==> src/rtl/topk_pkg.sv <==
// Shared definitions for the streaming top-K tracker.
//   DEF_DATA_WIDTH / DEF_K : default sample width and tracked depth
//   sample_t               : sample type at the default width
//   wide_t                 : compare container; samples are extended into it before comparing
//   gt()                   : strict greater-than on pre-extended operands, signed or unsigned
package topk_pkg;

    localparam int DEF_DATA_WIDTH = 32;
    localparam int DEF_K          = 4;
    // Widest sample the compare path handles.
    localparam int MAX_W          = 64;

    typedef logic [DEF_DATA_WIDTH-1:0] sample_t;
    typedef logic [MAX_W-1:0]          wide_t;

    // Operands must already be sign- or zero-extended to MAX_W to match signed_mode.
    function automatic logic gt(input wide_t a, input wide_t b, input logic signed_mode);
        if (signed_mode) begin
            return $signed(a) > $signed(b);
        end
        return a > b;
    endfunction

endpackage

==> src/rtl/topk_slot.sv <==
// One rank cell of the top-K insertion sorter (purely combinational).
//   val_i/occ_i       : this rank's current value and occupancy
//   up_val_i/up_occ_i : rank above (r-1); tie to 0 for rank 0
//   up_flag_i         : the incoming sample lands at rank r-1 or above
//   din_i             : incoming sample
//   val_nx_o/occ_nx_o : this rank's contents if the sample is accepted
//   flag_o            : the incoming sample lands at this rank or above
module topk_slot
    import topk_pkg::*;
#(
    parameter int DATA_WIDTH = DEF_DATA_WIDTH,
    parameter int SIGNED     = 0
) (
    input  logic [DATA_WIDTH-1:0] val_i,
    input  logic                  occ_i,
    input  logic [DATA_WIDTH-1:0] up_val_i,
    input  logic                  up_occ_i,
    input  logic                  up_flag_i,
    input  logic [DATA_WIDTH-1:0] din_i,
    output logic [DATA_WIDTH-1:0] val_nx_o,
    output logic                  occ_nx_o,
    output logic                  flag_o
);

    wide_t din_w;
    wide_t val_w;
    logic  here;

    always_comb begin
        if (SIGNED != 0) begin
            din_w = wide_t'($signed(din_i));
            val_w = wide_t'($signed(val_i));
        end else begin
            din_w = wide_t'(din_i);
            val_w = wide_t'(val_i);
        end

        // Ranks are sorted descending with occupied ranks contiguous from 0, so this
        // condition is monotone across ranks: once true at rank r it is true below r too.
        // It therefore already means "insert at this rank or above" without chaining.
        // Strict compare places an equal sample below existing equals.
        here   = !occ_i || gt(din_w, val_w, SIGNED != 0);
        flag_o = here;

        if (up_flag_i) begin
            // Insert point is above: take the upper neighbour's contents.
            val_nx_o = up_val_i;
            occ_nx_o = up_occ_i;
        end else if (here) begin
            val_nx_o = din_i;
            occ_nx_o = 1'b1;
        end else begin
            val_nx_o = val_i;
            occ_nx_o = occ_i;
        end
    end

endmodule

==> src/rtl/topk_tracker.sv <==
// Streaming top-K tracker: holds the K largest samples seen since reset/clear, sorted
// descending (rank 0 = largest). One-cycle insertion sort across K slot cells.
//   clk, resetn : clock, asynchronous active-low reset
//   din_valid   : din carries a sample this cycle
//   din         : sample
//   clear       : synchronous flush of all ranks (wins over din_valid)
//   rank_sel    : rank presented on dout at the next edge
//   dout        : value of rank rank_sel after this edge's update (0 when empty)
//   dout_vld    : rank rank_sel is occupied
//   topk        : all ranks, rank r at [r*DATA_WIDTH +: DATA_WIDTH]; empty ranks read 0
//   count       : occupied ranks, saturating at K
module topk_tracker
    import topk_pkg::*;
#(
    parameter int DATA_WIDTH = DEF_DATA_WIDTH,
    parameter int K          = DEF_K,
    parameter int SIGNED     = 0
) (
    input  logic                      clk,
    input  logic                      resetn,
    input  logic                      din_valid,
    input  logic [DATA_WIDTH-1:0]     din,
    input  logic                      clear,
    input  logic [$clog2(K)-1:0]      rank_sel,
    output logic [DATA_WIDTH-1:0]     dout,
    output logic                      dout_vld,
    output logic [K*DATA_WIDTH-1:0]   topk,
    output logic [$clog2(K+1)-1:0]    count
);

    localparam int RANK_W = $clog2(K);
    localparam int CNT_W  = $clog2(K+1);

    logic [DATA_WIDTH-1:0] val_q  [K];
    logic [DATA_WIDTH-1:0] val_d  [K];
    logic [DATA_WIDTH-1:0] val_nx [K];
    logic [DATA_WIDTH-1:0] up_val [K];
    logic [K-1:0]          occ_q;
    logic [K-1:0]          occ_d;
    logic [K-1:0]          occ_nx;
    logic [K-1:0]          up_occ;
    logic [K-1:0]          flag;
    logic [K-1:0]          up_flag;
    logic [CNT_W-1:0]      count_q;
    logic [CNT_W-1:0]      count_d;
    logic [DATA_WIDTH-1:0] dout_q;
    logic [DATA_WIDTH-1:0] dout_d;
    logic                  dout_vld_q;
    logic                  dout_vld_d;

    // Rank 0 has no upper neighbour: it sees an empty, never-inserting rank above.
    assign up_flag = {flag[K-2:0], 1'b0};
    assign up_occ  = {occ_q[K-2:0], 1'b0};

    always_comb begin
        up_val[0] = '0;
        for (int r = 1; r < K; r++) begin
            up_val[r] = val_q[r-1];
        end
    end

    for (genvar r = 0; r < K; r++) begin : g_slot
        topk_slot #(
            .DATA_WIDTH (DATA_WIDTH),
            .SIGNED     (SIGNED)
        ) u_slot (
            .val_i     (val_q[r]),
            .occ_i     (occ_q[r]),
            .up_val_i  (up_val[r]),
            .up_occ_i  (up_occ[r]),
            .up_flag_i (up_flag[r]),
            .din_i     (din),
            .val_nx_o  (val_nx[r]),
            .occ_nx_o  (occ_nx[r]),
            .flag_o    (flag[r])
        );

        // Empty ranks hold 0 by construction, so topk needs no occupancy masking.
        assign topk[r*DATA_WIDTH +: DATA_WIDTH] = val_q[r];
    end

    always_comb begin
        val_d   = val_q;
        occ_d   = occ_q;
        count_d = count_q;

        if (clear) begin
            for (int r = 0; r < K; r++) begin
                val_d[r] = '0;
            end
            occ_d   = '0;
            count_d = '0;
        end else if (din_valid) begin
            val_d = val_nx;
            occ_d = occ_nx;
            // flag of the last rank means the sample was placed somewhere.
            if (flag[K-1] && (count_q != CNT_W'(K))) begin
                count_d = count_q + CNT_W'(1);
            end
        end

        // Output mux reads next state; a rank_sel matching no rank yields 0 / not valid.
        dout_d     = '0;
        dout_vld_d = 1'b0;
        for (int r = 0; r < K; r++) begin
            if (rank_sel == RANK_W'(r)) begin
                dout_d     = val_d[r];
                dout_vld_d = occ_d[r];
            end
        end
    end

    always_ff @(posedge clk or negedge resetn) begin
        if (!resetn) begin
            for (int r = 0; r < K; r++) begin
                val_q[r] <= '0;
            end
            occ_q      <= '0;
            count_q    <= '0;
            dout_q     <= '0;
            dout_vld_q <= 1'b0;
        end else begin
            val_q      <= val_d;
            occ_q      <= occ_d;
            count_q    <= count_d;
            dout_q     <= dout_d;
            dout_vld_q <= dout_vld_d;
        end
    end

    assign dout     = dout_q;
    assign dout_vld = dout_vld_q;
    assign count    = count_q;

endmodule

==> config.mk <==
export PLATFORM = sky130hd
export DESIGN_NAME = topk_tracker
export DESIGN_NICKNAME = d
export VERILOG_FILES = /design/src/rtl/topk_pkg.sv /design/src/rtl/topk_slot.sv /design/src/rtl/topk_tracker.sv
export SDC_FILE = /design/constraint.sdc
export NUM_CORES = 1
export LEC_CHECK = 0
export CORE_MARGIN = 3
export CORE_UTILIZATION = 40
export CTS_BUF_LIST = sky130_fd_sc_hd__clkbuf_16
export DETAILED_ROUTE_END_ITERATION = 8
export PLACE_DENSITY = 0.69
export SYNTH_ARGS = -nofsm -noshare
export SYNTH_HDL_FRONTEND = slang
export SYNTH_SLANG_ARGS = --single-unit
==> constraint.sdc <==
create_clock -name clk -period 6.7 [get_ports clk]
set_input_delay 1.675 -clock clk [delete_from_list [all_inputs] [get_ports clk]]
set_output_delay 1.675 -clock clk [all_outputs]
set_load 0.02 [all_outputs]
Yosys cells after proc, flatten, opt, wreduce, memory -nomap -nowiden

Index checks and enable logic that the tools add are counted.

Bits in registers: 168
Output and inout port bits: 164
Word-level logic and storage cells: 59

Add/subtract/negate cells: 1
$lt $le $gt $ge: 4
Equal/unequal tests: 4
Multiplexer cells: 29
Reduce and logical (&&, ||, !) cells: 13

Operators with widths:

| operator            | count |
|---|---|
| $mux 32             | 11 |
| $mux 128            | 2 |
| $gt 32x32->1        | 4 |
| $mux 1              | 11 |
| $mux 3              | 3 |
| $mux 4              | 2 |
| $eq 2x2->1 const B  | 2 |
| $logic_not 1->1     | 4 |
| $logic_or 1x1->1    | 4 |
| $reduce_bool 2->1   | 2 |
| $add 3x1->3 const B | 1 |
| $ne 3x3->1 const B  | 1 |
| $eq 2x1->1 const B  | 1 |
| $logic_not 2->1     | 1 |
| $reduce_and 2->1    | 1 |
| $logic_and 1x1->1   | 1 |

Logic depth before layout (Yosys ltp)

Gate-level depths: netlist (run 1).

Word-level depth: 10
Mapped depth: 14

Cells and area by module

Synthesis (run 1) repeated with hierarchy kept, for this count alone.

Cells, all modules: 1,376
Area, all modules: 13,539.2 sq um

Modules (own cells, without submodules):

| module       | times used | cells each | area an instance (sq um) |
|---|---|---|---|
| topk_tracker | 1          | 612        | 7,293.2 |
| topk_slot    | 4          | 191        | 1,561.5 |

Worst setup path after synthesis (run 1)

No wires, ideal clock.

Path kind: in2reg
Start point: input din[14]
End point: register dout_q[24], in the netlist dout[24]
Data arrival time: 4,311 ps
Required time: 6,569 ps
Path slack: 2,258 ps
Stages: 13
Buffers on the path: 3
Path through: ha_1 nand4_1 or4_1 nor4_2 or3_4 o22a_1 buf_6 a21oi_4 buf_6 buf_2 o221a_2 nand3b_1 nand3_1

RTL lines:

| item                   | RTL line            | RTL |
|---|---|---|
| start: declaration     | topk_tracker.sv:22  | `input logic [DATA_WIDTH-1:0] din,` |
| end signal: assignment | topk_tracker.sv:126 | `dout_q <= dout_d;` |
| end: declaration       | topk_tracker.sv:46  | `logic [DATA_WIDTH-1:0] dout_q;` |

Worst setup path after layout (run 1)

Start point: input din[31]
End point: register dout_q[18], in the netlist dout[18]

Word-level cells in the longest chain between the ends: 9
Elaborated cells between the ends (all ways): 21

Ends and longest elaborated chain:

| item                                | RTL line                                | RTL |
|---|---|---|
| $gt 32x32->1                        | topk_pkg.sv:21                          | `return a > b;` |
| $logic_or 1x1->1                    | topk_slot.sv:42                         | `here = !occ_i \|\| gt(din_w, val_w, SIGNED != 0);` |
| $mux 32                             | topk_slot.sv:49                         | `end else if (here) begin` |
| $mux 128 (*)                        | topk_tracker.sv:93                      | `end else if (din_valid) begin` |
| $mux 128 (*)                        | topk_tracker.sv:87                      | `if (clear) begin` |
| $mux 32 or $mux 128 (tied branches) | topk_tracker.sv:106, topk_tracker.sv:87 |  |
| $mux 32 (2 in series)               | topk_tracker.sv:106                     | `if (rank_sel == RANK_W'(r)) begin` |
| $mux 32 (*)                         | topk_tracker.sv:106                     |  |
| via dout_d[18]                      | topk_tracker.sv:47                      | `logic [DATA_WIDTH-1:0] dout_d;` |

The timed path passes the listed nets; every way through them passes the cells marked *.
A chain may end at the register's enable or synchronous reset.

==> results of run 1 <==
[per-layer routing]
| layer | global-route usage | share of wire |
|---|---|---|
| met3 | 0.0625 | 0.10 |
| met4 | 0.107 | 0.033 |
| met5 | 0 | 0.00028 |
| met1 | 0.387 | 0.41 |
| met2 | 0.454 | 0.46 |
[how the worst max path moves through the flow]
stage             from        to  slack (ps)  cells after the start
3_5_place_dp   din[31]  dout[18]         680                     10
6_report       din[31]  dout[18]         950                     10
3_3_place_gp   din[15]  dout[18]         690                     11
4_1_cts        din[15]  dout[18]        1130                     11
5_1_grt        din[15]  dout[18]         890                     11
2_1_floorplan  din[14]  dout[24]        2260                     13
[layout by cell type (no fill, tap or decap), types with 32 or more instances in the layout]
master,n
clkdlybuf4s50_1,196
dfrtp_1,168
inv_1,137
nor2_1,134
ha_1,130
a21oi_1,103
nand2_1,98
o22ai_1,57
nor3_1,43
nand3_1,38
mux2i_1,37
o21ai_0,34
buf_4,32
[worst max-delay path: stages]
cell             delay, ps
clkdlybuf4s50_1        700
ha_1                   480
nand3_1                160
or4_1                  600
or3_4                  430
o22a_1                 430
a21oi_4                690
nor2_1                 130
or4b_1                 570
a32oi_1                220
[through the flow]
| stage | cells | worst slack [ps] | total power, mW |
|---|---|---|---|
| finish | 1944 | 952 | 3.00 |
| global route | 1944 | 889 | 3.12 |
| global placement | 1912 | 691 | 1.96 |
| detailed placement | 1912 | 676 | 1.97 |
| CTS | 1944 | 1130 | 2.99 |
| floorplan | 1378 | 2260 | 1.59 |
[cell families after synthesis]
logic type / share of synthesized area
flip-flops: 0.351
multiplexers: 0.0384
buffers and inverters: 0.0717
AND/OR/NAND/NOR: 0.177
adder cells (fa/ha/maj): 0.136
XOR/XNOR: 0.00146
AO/OA/AOI/OAI: 0.225
[report_power, final]
| part | internal, mW | leakage [nW] | total (mW) | switching [mW] |
|---|---|---|---|---|
| Sequential | 1.08 | 2.25 | 1.15 | 0.0757 |
| Clock | 0.561 | 0.296 | 1.03 | 0.473 |
| Combinational | 0.322 | 3.82 | 0.815 | 0.494 |
[registers in the layout, summed over array words and instances, names as in the netlist]
name      count
topk        128
occ_q         4
dout         32
dout_vld      1
count         3
[final cells by class]
class                           count  area, um2
Clock buffer                       17        425
Clock inverter                     15        165
Fill cell                        2702      14100
Inverter                          136        510
Multi-Input combinational cell    991       6960
Sequential cell                   168       4200
Tap cell                          384        480
Timing Repair Buffer              233       2250
==> impl_metrics.toml, run 1 <==
[status]
status = "completed"

[grt]
grt_pass1_wl_mm = 70.3
gr-total-overflow = 0
antenna_found_initial = 1
grt_start_max_net_pins = 89
grt_pass1_vias = 11900
grt_usage = 0.288

[logic_synthesis]
yosysWarningCount = 0
yosysTopAreaCellShare = 0.351
seq_area_frac_synth = 0.351
synthFlopType = "dfrtp_1"
postSynthNetCount = 1546
yosys_register_bits = 168
synth_edf_count = 0
async_reset_ff_frac = 1.00
yosysTopAreaCell = "dfrtp_1"
syn_area_per_cell_um2 = 8.69
syn_area_mm2 = 0.0120
yosysMostFrequentCell = "dfrtp_1"
synth.area.top_cells = "dfrtp_1, ha_1, a21oi_1, inv_1, nor2_1"
synth_common_cells = "dfrtp_1, inv_1, nor2_1, ha_1, a21oi_1"
synthCells = 1378
synthDistinctLibCells = 71

[timing]
hold_ws_ps = 577
tns_ps = 0
maxSlewHeadroom = 0.238
slew_viol_final = 0
hold_viol_final = 0
fin_skew_ps = 13.6
rsz0062_at_grt = "no"
setup_viol = 0
finalCriticalPeriod_ps = 5750
tightest_slew_ps = 1140
min_period_over_period = 0.858
max_freq_mhz = 174

[setup_path]
r2r_setup_slack_ps = 2440
crit_type = "in2reg"
cp.arrival_ps = 6090
r2r-start = "topk[46]"
reg2regPathDepth = 11
reg2reg_to = "dout[18]"
endpoint_kind = "flip-flop"
start_kind = "input port"
critPathMaxFanout = 15
worstPathRequired_ps = 7050

[clock_network]
numCtsBuffers = 17
h-tree-depth = 4
path_clk_slew_ps = 80
cts_buffer_depth = 2
insertion_delay_ps = 440
cts-resized-gates = 0
cts_tree = "yes"
root_buffer = "clkbuf_16"
cts_setup_buffers = 0
postCtsHoldBufs = 0
cts.sink_count = 168

[route]
postRouteWirelength_mm = 46.7
ant_nets = 0
dr.pass1.iters = 6
drt-initial-drc-count = 1427
wl_per_cell_um = 24.0
vias_per_cell = 6.25
drc = 0
via_count = 12100

[cells_and_area]
nNetsFinal = 1715
fin_util = 0.515
final_cell_area_mm2 = 0.0150
n_antenna_cell = 0
syn_to_final_growth_pct = 25.1
drive_above_1_share = 0.0737

[pwr]
power_density_mw_per_mm2 = 200
p_leak_nw = 6.37
ir_drop_v = 0.000171

[min_path]
hold_depth = 2
hold_path.class = "reg2reg"
hold_start = "count[2]"
min_to = "count[2]"

[die]
coreArea_mm2 = 0.0291
initial_utilization = 0.412
die_w_um = 179
die-area_mm2 = 0.0321
ioPinCount = 202
die_height_um = 179
rows = 62

[placement]
port_buffers = 201
hpwl_mm = 33.2
placed_area_mm2 = 0.0144
gp_congestion = 0.976

[job]
drv_cap = 0
Power figures use the tool's default switching activity.
==> run 2: changes to the inputs <==
--- a/config.mk
+++ b/config.mk
@@ -5,11 +5,14 @@
 export SDC_FILE = /design/constraint.sdc
 export NUM_CORES = 1
 export LEC_CHECK = 0
+export CELL_PAD_IN_SITES_DETAIL_PLACEMENT = 1
+export CELL_PAD_IN_SITES_GLOBAL_PLACEMENT = 2
+export CORE_ASPECT_RATIO = 0.7
 export CORE_MARGIN = 3
-export CORE_UTILIZATION = 40
+export CORE_UTILIZATION = 35
 export CTS_BUF_LIST = sky130_fd_sc_hd__clkbuf_16
 export DETAILED_ROUTE_END_ITERATION = 8
-export PLACE_DENSITY = 0.69
+export PLACE_DENSITY = 0.92
 export SYNTH_ARGS = -nofsm -noshare
 export SYNTH_HDL_FRONTEND = slang
 export SYNTH_SLANG_ARGS = --single-unit
==> impl_metrics.toml, run 2 (same netlist as run 1, synthesis figures left out) <==
[status]
status = "completed"

[route]
via_count = 12300
dr.pass1.iters = 5
vias_per_cell = 6.14
wl_per_cell_um = 26.8
drt-initial-drc-count = 1216
ant_nets = 0
postRouteWirelength_mm = 53.6
drc = 0

[grt]
antenna_found_initial = 1
grt_pass1_wl_mm = 80.7
grt-busiest-layer = "met2"
grt_usage = 0.294
gr-usage-met2 = 0.435
grt_pass1_vias = 12800
use_met1 = 0.420
gr-total-overflow = 0
grt_start_max_net_pins = 66
gr-usage-met3 = 0.0813

[pwr]
seq_power_share = 0.384
clockPowerShare = 0.334
ir_drop_v = 0.000172
p_sw_frac = 0.353
p_total_mw = 3.01
internal_power_mw = 1.95
power_density_mw_per_mm2 = 200
p_switching_mw = 1.06
p_leak_nw = 6.36
combPwrFrac = 0.282

[min_path]
hold_path.class = "reg2reg"
hold_depth = 2

[timing]
hold_viol_final = 0
max_freq_mhz = 172
min_period_over_period = 0.868
tightest_slew_ps = 1070
fin_skew_ps = 15.2
rsz0062_at_grt = "no"
setup_viol = 0
fin_ws_ps = 882
maxSlewHeadroom = 0.285
tns_ps = 0
slew_viol_final = 0
finalCriticalPeriod_ps = 5820

[die]
rows = 56
die_w_um = 227
die_height_um = 161
die-area_mm2 = 0.0365
initial_utilization = 0.356
coreArea_mm2 = 0.0336
ioPinCount = 202

[setup_path]
cp.arrival_ps = 6190
start_kind = "input port"
reg2regPathDepth = 10
critPathMaxFanout = 21
crit_type = "in2reg"
endpoint_kind = "flip-flop"
worstPathRequired_ps = 7070

[placement]
gp_congestion = 0.912
hpwl_mm = 38.5
place_ws_ps = 468
dpl.cell_count = 1968
port_buffers = 201

[cells_and_area]
layout_common_cells = "clkdlybuf4s50_1, dfrtp_1, inv_1, nor2_1, ha_1"
largest_reg_flops = 128
fin_util = 0.448
multi_input_area_mm2 = 0.00697
register_area_mm2 = 0.00420
nNetsFinal = 1720
n_fill_cell = 3935
syn_to_final_growth_pct = 25.9
drive_above_1_share = 0.0754
fin_cells = 2000
n_antenna_cell = 0
final_common_cell = "clkdlybuf4s50_1"

[clock_network]
postCtsHoldBufs = 0
cts_buffer_depth = 2
cts.sink_count = 168
cts_tree = "yes"
cts_setup_buffers = 0
path_clk_slew_ps = 60
root_buffer = "clkbuf_16"
numCtsBuffers = 17
h-tree-depth = 4
insertion_delay_ps = 470
cts-resized-gates = 0

[job]
drv_cap = 0
-- run 2: changes by cell type in the layout (fill, tap and decap cells not counted), moves of 2 or more --
cell        change
clkinv_1        +3
inv_6           -6
clkinvlp_4      +5
inv_8           -2
buf_4           +6
-- run 2: final cells by class --
cell class,count,area share
multi-input cells,991,0.462
repair buffers,238,0.152
well taps,435,0.0361
clock inverters,15,0.00921
flip-flops and latches,168,0.279
clock buffers,17,0.0282
inverters,136,0.0339
-- run 2: layer usage --
| layer | vias to the layer above | share of wire |
|---|---|---|
| li1 | 5416 | - |
| met1 | 6196 | 0.45 |
| met2 | 598 | 0.43 |
| met3 | 77 | 0.092 |
| met4 | 2 | 0.021 |
| met5 | - | 0.00037 |
-- run 2: power groups by stage --
stage	combinational [mW]	clock, mW	sequential, mW
2_1_floorplan	0.372	0	1.22
3_3_place_gp	0.808	0	1.17
3_5_place_dp	0.833	0	1.17
4_1_cts	0.838	1.01	1.16
5_1_grt	0.918	1.05	1.16
6_report	0.849	1.00	1.16
-- run 2: worst paths after layout --
kind	slack, ps	to	start
worst min register to register	580	count[2]	count[2]
worst max-delay path	880	dout[11]	din[21]
worst min-delay path	580	count[2]	count[2]
min in group asynchronous	1210	topk[8]	resetn
max in group asynchronous	4130	topk[20]	resetn
worst max register to register	2190	dout[11]	topk[53]
-- run 2: through the flow --
stage | cell area [um2] | hold WS [ps]
6_report | 15100 | 582
5_1_grt | 15100 | 629
4_1_cts | 15100 | 580
3_5_place_dp | 14500 | 564
3_3_place_gp | 14500 | 552
2_1_floorplan | 12000 | 520
-- run 2: worst max-delay path, stage by stage --
cell and delay [ps]:
clkdlybuf4s50_1 610, ha_1 410, nand4_1 190, or4_1 640, or3_4 430, o22a_1 410, a21oi_4 910, nor2_1 140
or4b_1 580, a32oi_1 180
